[src/rtl/id_ex_pipe_reg.sv]
// rtl/id_ex_pipe_reg.sv - ID/EX pipeline register of the 5-stage MIPS-style CPU
//
// Purpose:
//   Captures decode-stage operands, register specifiers, immediate, funct and
//   control bits on every rising clock edge and presents them to the execute
//   stage one cycle later. stallID freezes the stage while decode is stalled.
//   Clearing every field (reset) produces a NOP bubble: no memory access and
//   no register write.
//
// Optional feature (macro ID_EX_FLUSH_EN):
//   Adds i_flush. A flushed edge zeroes all control outputs while data and
//   specifier outputs still load. Flush overrides stall; reset overrides flush.
//
// Ports:
//   i_clk            clock, rising edge
//   i_rst            asynchronous active-low reset
//   i_flush          bubble request (only with ID_EX_FLUSH_EN)
//   stallID          1 = hold all outputs, 0 = load inputs
//   ID_Rs/ID_Rt      register-file read data (NBITS)
//   ID_rd/ID_rt      destination specifiers (RBITS)
//   ID_funct         R-type funct field (FBITS)
//   ID_immediate     extended immediate (NBITS)
//   ID_memtoreg, ID_memread, ID_memwrite, ID_alusource, ID_link, ID_regwrite
//                    1-bit control
//   ID_aluop (3), ID_regdst (2), ID_sizecontrol (5)  multi-bit control
//   EX_*             registered copy of each ID_* input

module id_ex_pipe_reg #(
  parameter int NBITS = 32,
  parameter int RBITS = 5,
  parameter int FBITS = 6
) (
  input  logic             i_clk,
  input  logic             i_rst,
`ifdef ID_EX_FLUSH_EN
  input  logic             i_flush,
`endif
  input  logic             stallID,
  input  logic [NBITS-1:0] ID_Rs,
  input  logic [NBITS-1:0] ID_Rt,
  input  logic [RBITS-1:0] ID_rd,
  input  logic [RBITS-1:0] ID_rt,
  input  logic [FBITS-1:0] ID_funct,
  input  logic [NBITS-1:0] ID_immediate,
  input  logic             ID_memtoreg,
  input  logic             ID_memread,
  input  logic             ID_memwrite,
  input  logic             ID_alusource,
  input  logic             ID_link,
  input  logic             ID_regwrite,
  input  logic [2:0]       ID_aluop,
  input  logic [1:0]       ID_regdst,
  input  logic [4:0]       ID_sizecontrol,
  output logic [NBITS-1:0] EX_Rs,
  output logic [NBITS-1:0] EX_Rt,
  output logic [RBITS-1:0] EX_rd,
  output logic [RBITS-1:0] EX_rt,
  output logic [FBITS-1:0] EX_funct,
  output logic [NBITS-1:0] EX_immediate,
  output logic             EX_memtoreg,
  output logic             EX_memread,
  output logic             EX_memwrite,
  output logic             EX_alusource,
  output logic             EX_link,
  output logic             EX_regwrite,
  output logic [2:0]       EX_aluop,
  output logic [1:0]       EX_regdst,
  output logic [4:0]       EX_sizecontrol
);

  // Data / specifier fields
  logic [NBITS-1:0] r_rs;
  logic [NBITS-1:0] r_rt_data;
  logic [RBITS-1:0] r_rd;
  logic [RBITS-1:0] r_rt;
  logic [FBITS-1:0] r_funct;
  logic [NBITS-1:0] r_imm;

  // Control fields
  logic             r_memtoreg;
  logic             r_memread;
  logic             r_memwrite;
  logic             r_alusource;
  logic             r_link;
  logic             r_regwrite;
  logic [2:0]       r_aluop;
  logic [1:0]       r_regdst;
  logic [4:0]       r_sizecontrol;

  // Data fields load whenever the stage advances; a flush forces an advance
  // even during a stall so the bubble carries the current operands.
  logic w_load_data;
  logic w_load_ctrl;
  logic w_clear_ctrl;

`ifdef ID_EX_FLUSH_EN
  assign w_load_data  = i_flush | ~stallID;
  assign w_clear_ctrl = i_flush;
  assign w_load_ctrl  = ~i_flush & ~stallID;
`else
  assign w_load_data  = ~stallID;
  assign w_clear_ctrl = 1'b0;
  assign w_load_ctrl  = ~stallID;
`endif

  always_ff @(posedge i_clk or negedge i_rst) begin
    if (!i_rst) begin
      r_rs      <= '0;
      r_rt_data <= '0;
      r_rd      <= '0;
      r_rt      <= '0;
      r_funct   <= '0;
      r_imm     <= '0;
    end else if (w_load_data) begin
      r_rs      <= ID_Rs;
      r_rt_data <= ID_Rt;
      r_rd      <= ID_rd;
      r_rt      <= ID_rt;
      r_funct   <= ID_funct;
      r_imm     <= ID_immediate;
    end
  end

  always_ff @(posedge i_clk or negedge i_rst) begin
    if (!i_rst) begin
      r_memtoreg    <= 1'b0;
      r_memread     <= 1'b0;
      r_memwrite    <= 1'b0;
      r_alusource   <= 1'b0;
      r_link        <= 1'b0;
      r_regwrite    <= 1'b0;
      r_aluop       <= '0;
      r_regdst      <= '0;
      r_sizecontrol <= '0;
    end else if (w_clear_ctrl) begin
      r_memtoreg    <= 1'b0;
      r_memread     <= 1'b0;
      r_memwrite    <= 1'b0;
      r_alusource   <= 1'b0;
      r_link        <= 1'b0;
      r_regwrite    <= 1'b0;
      r_aluop       <= '0;
      r_regdst      <= '0;
      r_sizecontrol <= '0;
    end else if (w_load_ctrl) begin
      r_memtoreg    <= ID_memtoreg;
      r_memread     <= ID_memread;
      r_memwrite    <= ID_memwrite;
      r_alusource   <= ID_alusource;
      r_link        <= ID_link;
      r_regwrite    <= ID_regwrite;
      r_aluop       <= ID_aluop;
      r_regdst      <= ID_regdst;
      r_sizecontrol <= ID_sizecontrol;
    end
  end

  assign EX_Rs          = r_rs;
  assign EX_Rt          = r_rt_data;
  assign EX_rd          = r_rd;
  assign EX_rt          = r_rt;
  assign EX_funct       = r_funct;
  assign EX_immediate   = r_imm;
  assign EX_memtoreg    = r_memtoreg;
  assign EX_memread     = r_memread;
  assign EX_memwrite    = r_memwrite;
  assign EX_alusource   = r_alusource;
  assign EX_link        = r_link;
  assign EX_regwrite    = r_regwrite;
  assign EX_aluop       = r_aluop;
  assign EX_regdst      = r_regdst;
  assign EX_sizecontrol = r_sizecontrol;

endmodule

[config.mk]
export PLATFORM = sky130hd
export DESIGN_NAME = id_ex_pipe_reg
export DESIGN_NICKNAME = d
export VERILOG_FILES = /design/src/rtl/id_ex_pipe_reg.sv
export SDC_FILE = /design/constraint.sdc
export NUM_CORES = 1
export LEC_CHECK = 0
export ABC_AREA = 1
export BUFFER_PORTS_ARGS = -buffer_cell sky130_fd_sc_hd__clkbuf_2
export CAP_MARGIN = 0
export CORE_ASPECT_RATIO = 0.5
export CORE_UTILIZATION = 42
export CTS_BUF_LIST = sky130_fd_sc_hd__clkbuf_4 sky130_fd_sc_hd__clkbuf_8
export DETAILED_ROUTE_END_ITERATION = 8
export GPL_TIMING_DRIVEN = 0
export PLACE_DENSITY = 0.8
export SLEW_MARGIN = 20
export SYNTH_ARGS = -nofsm -noshare
export SYNTH_HDL_FRONTEND = slang
export SYNTH_SLANG_ARGS = --single-unit
export TNS_END_PERCENT = 100
[constraint.sdc]
create_clock -name i_clk -period 0.8 [get_ports i_clk]
set_input_delay 0.04 -clock i_clk [delete_from_list [all_inputs] [get_ports i_clk]]
set_output_delay 0.04 -clock i_clk [all_outputs]
set_load 0.005 [all_outputs]
# Yosys cells after proc, flatten, opt, wreduce, memory -nomap -nowiden
# Index checks and enable logic that the tools add are counted.
# W data, S select, Z words.
# totals
ff_bits,128
output_inout_bits,128
word_cells,15
inputBits,131

# Logic depth before layout (Yosys ltp)
# logic_depth
depth_word,0
mapped_depth,5
ltp_nobuf,3

# Least setup slack after synthesis
# No wires, ideal clock.
# synth_path
path_type,reg2reg
start,reg EX_Rs[0] (netlist name)
end,"reg r_rs[0], in the netlist EX_Rs[0]"
period_less_slack_ns,0.586
path_buffers,0
path_slack_ns,0.214
arrival_ns,0.469
path_stages_with_launch,3
required_ns,0.684
cell_sequence,dfrtp_1 > nand2_1 > nand2_1
# synth_lines
item,line_no,text
end signal: assignment,115,r_rs <= ID_Rs;
end: declaration,72,logic [NBITS-1:0] r_rs;

# Worst setup path in the final report
# layout_path
start,"reg r_rs[2], in the netlist EX_Rs[2]"
end,out EX_Rs[2]
# layout_lines
item,line_no,text
end: declaration,54,"output logic [NBITS-1:0] EX_Rs,"
# No word-level cell between the ends.

==> results.sh <==
export IMPL_status="finished with violations"
export IMPL_violations_in_the_final_reports="DRC, hold timing, setup timing"
export IMPL_layout_worst_path_cycle_share=1.311
export IMPL_worst_clock_skew_ps=0
export IMPL_power_density_normalized_to_cell_area_nw_per_um2=1934
export IMPL_root_buffer="clkbuf_8"
export IMPL_ys_types=5
export IMPL_clock_tree_from_tritoncts="built"
export IMPL_dr_total_vias=6027
export IMPL_worstPathRequired_ps=760
export IMPL_timing_fmax_ghz=0.9533
export IMPL_starting_drt_drc_count=533
export IMPL_power_internal_uw=12790
export IMPL_detail_route_vias_per_cell=4.960
export IMPL_grt_setup_unrepaired="true"
export IMPL_slowest_cell_on_crit_path="dfrtp_1"
export IMPL_max_clock_path_buffers=2
export IMPL_antenna_violations_before_repair=0
export IMPL_synth_seq_cells=128
export IMPL_dp_cells=959
export IMPL_worstReg2RegEnd="EX_Rs[0]"
export IMPL_sequentialPowerShare=0.426
export IMPL_critical_path_cell_chain="clkbuf_2"
export IMPL_number_of_nets_still_failing_antenna_checks_after_routing=0
export IMPL_design_die_area_um2=12270
export IMPL_r2r_slack_ps=-150
export IMPL_num_fill_cells=590
export IMPL_final_period_minus_worst_setup_slack_ps=1049
export IMPL_layout_setup_ws_ps=-249.0
export IMPL_timing_hold_worst_class="primary input to asynchronous set/reset pin"
export IMPL_path_clk_slew_ps=90
export IMPL_cts_inserted_buffers=17
export IMPL_final_hold_violation_count=87
export IMPL_remaining_drc_errors=1
export IMPL_slowest_delay_ps=420
export IMPL_grt_first_pass_wirelength_mm=28.61
export IMPL_synth_avg_cell_area_um2=9.168
export IMPL_totalWireLength_mm=21.33
export IMPL_cts_hold_buffers=128
export IMPL_syn_inst=541
export IMPL_ff2ff_path_depth=4
export IMPL_final_number_of_setup_violating_endpoints=143
export IMPL_areaGrowthSynthToFinish_pct=81.89
export IMPL_pins_over_their_slew_limit=0
export IMPL_io_pins=259
export IMPL_path_depth=1
export IMPL_worstSetupStartpointType="flop"
export IMPL_p_switching_uw=4651
export IMPL_synthesis_nets=672
export IMPL_numClockSinks=128
export IMPL_hold_slack_ps=-438.2
export IMPL_timing_worst_setup_path_type="flop to output port"
export IMPL_initial_core_utilization=0.4409
export IMPL_final_layout_size_suffix_gt1_frac=0.4091
export IMPL_crit_path_max_fanout=2
export IMPL_finalNonFillerCells=1215
export IMPL_clock_network_latency_to_the_later_pin_of_the_worst_skew_pair_ps=440
export IMPL_path_delay_family="flip-flops"
export IMPL_reg2reg_from="EX_Rs[0]"
export IMPL_drtPass1Iterations=7
export IMPL_p_leak_uw=0.005206
export IMPL_grt_start_max_net_pins=77
export IMPL_detailed_place_hpwl_mm=9.822
export IMPL_fp_row_count=27
export IMPL_yosys_synthesis_warning_count=0
export IMPL_grt_pass1_vias=5832
export IMPL_yosysSeqAreaShare=0.6458
export IMPL_final_nets=1176
export IMPL_critPathBufInv=1
export IMPL_grt_overflow=0
export IMPL_wl_per_cell_um=17.55
export IMPL_cap_violations=0
export IMPL_worst_slew_pin_slew_ps=452.9
export IMPL_antenna_cells_inserted=0
export IMPL_irDropWorstVdd_v=0.001269
export IMPL_finalWeightedCongestion=0.8295
export IMPL_synthesis_area_um2=4960
export IMPL_die_w_um=155.7
export IMPL_cts_max_level=4
export IMPL_die_h_um=78.84
export IMPL_share_comb_of_total_power=0.205
export IMPL_worstSetupEndpointType="output port"
export IMPL_io_buffer_count=258
export IMPL_globalRouteTotalUtil=0.3092
export IMPL_coreArea_um2=11250
export IMPL_detailedPlace_worstSlack_ps=25.55
export IMPL_switching_share=0.2666
export IMPL_clockPowerShare=0.369
export IMPL_arrival_ps=1010
export IMPL_timing_slew_headroom=0.6981
[kinds of logic after synthesis]
family        share of synthesized area
buf+inv                         0.06357
flops                            0.6458
simple gates                     0.2906
[sequential cells by signal, indices dropped and copies added (netlist names)]
| register | flops |
|---|---|
| EX_rd | 5 |
| EX_rt | 5 |
| EX_aluop | 3 |
| EX_immediate | 32 |
| EX_Rt | 32 |
| EX_memtoreg | 1 |
| EX_Rs | 32 |
| EX_sizecontrol | 5 |
| EX_memread | 1 |
| EX_regdst | 2 |
| EX_alusource | 1 |
| EX_link | 1 |
| EX_memwrite | 1 |
| EX_regwrite | 1 |
| EX_funct | 6 |
[cell type report]
type / instances / area, µm² / area share
clock inverters: 5 / 127.6 / 0.01415
well taps: 159 / 198.9 / 0.02205
clock buffers: 25 / 312.8 / 0.03467
flip-flops and latches: 128 / 3203 / 0.3551
plain buffers: 28 / 311.5 / 0.03454
inverters: 1 / 3.754 / 0.0004161
repair buffers: 485 / 3377 / 0.3743
multi-input cells: 384 / 1486 / 0.1648
[layer usage]
layer	vias up	GRT usage	routed length (µm)
li1	2622	-	-
met3	181	0.06878	1538
met4	0	0.2402	1756
met5	-	0	0
met2	415	0.5570	10490
met1	2809	0.3200	7538
[Yosys cell counts, drive strengths merged]
cell type,n,area share
inv,1,0.00076
dfrtp,128,0.65
nand2,384,0.29
buf,28,0.063
[power groups by stage]
| stage | logic, µW | registers, µW | clock network (µW) |
|---|---|---|---|
| final | 3580 | 7430 | 6430 |
| after global placement | 2040 | 7450 | 0 |
| after detailed placement | 2120 | 7470 | 0 |
| after global routing | 3840 | 7470 | 6770 |
| after CTS | 2830 | 7350 | 6330 |
| after floorplan | 780 | 7510 | 0 |
[through the flow]
stage                     total power, µW  hold slack [ps]  instance area [µm²]  setup TNS (ps)    util
after floorplan                      8290           -255.6                 4960               0       -
after global placement               9496            234.6                 6450         -287930  0.5734
after detailed placement             9596            33.75                 6486               0  0.5766
after CTS                           16510           -426.4                 8433          -22700  0.7496
after global routing                18070           -418.3                 9021          -29680  0.8019
final                               17450           -438.2                 9021          -25140  0.8019
[worst max-delay path by stage]
stage / start / slack, ps / end
floorplan: EX_Rs[0] / 210 / EX_Rs[0]
global placement: i_rst / -2260 / EX_Rs[20]
detailed placement: i_rst / 30 / EX_Rs[26]
CTS: EX_Rt[31] / -210 / EX_Rt[31]
global route: EX_Rs[3] / -280 / EX_Rs[3]
finish: EX_Rs[2] / -250 / EX_Rs[2]
[cell usage in the layout, fill, tap and decap left out]
cell	n
nand2_1	368
clkbuf_2	255
dfrtp_1	128
dlygate4sd3_1	128
buf_4	92
buf_6	35
clkbuf_8	21
nand2_2	15
clkbuf_4	5
bufinv_16	4
inv_2	1
nand2_4	1
clkinvlp_4	1
buf_16	1
buf_2	1
[repair_timing]
action                     4_1_cts  5_1_grt
buffers inserted                30       68
hold endpoints to repair       180       52
gates cloned                     0        0
pin swaps                        0       12
gates resized for setup          0       27
setup endpoints to repair      128      129
Power figures use the tool's default switching activity.
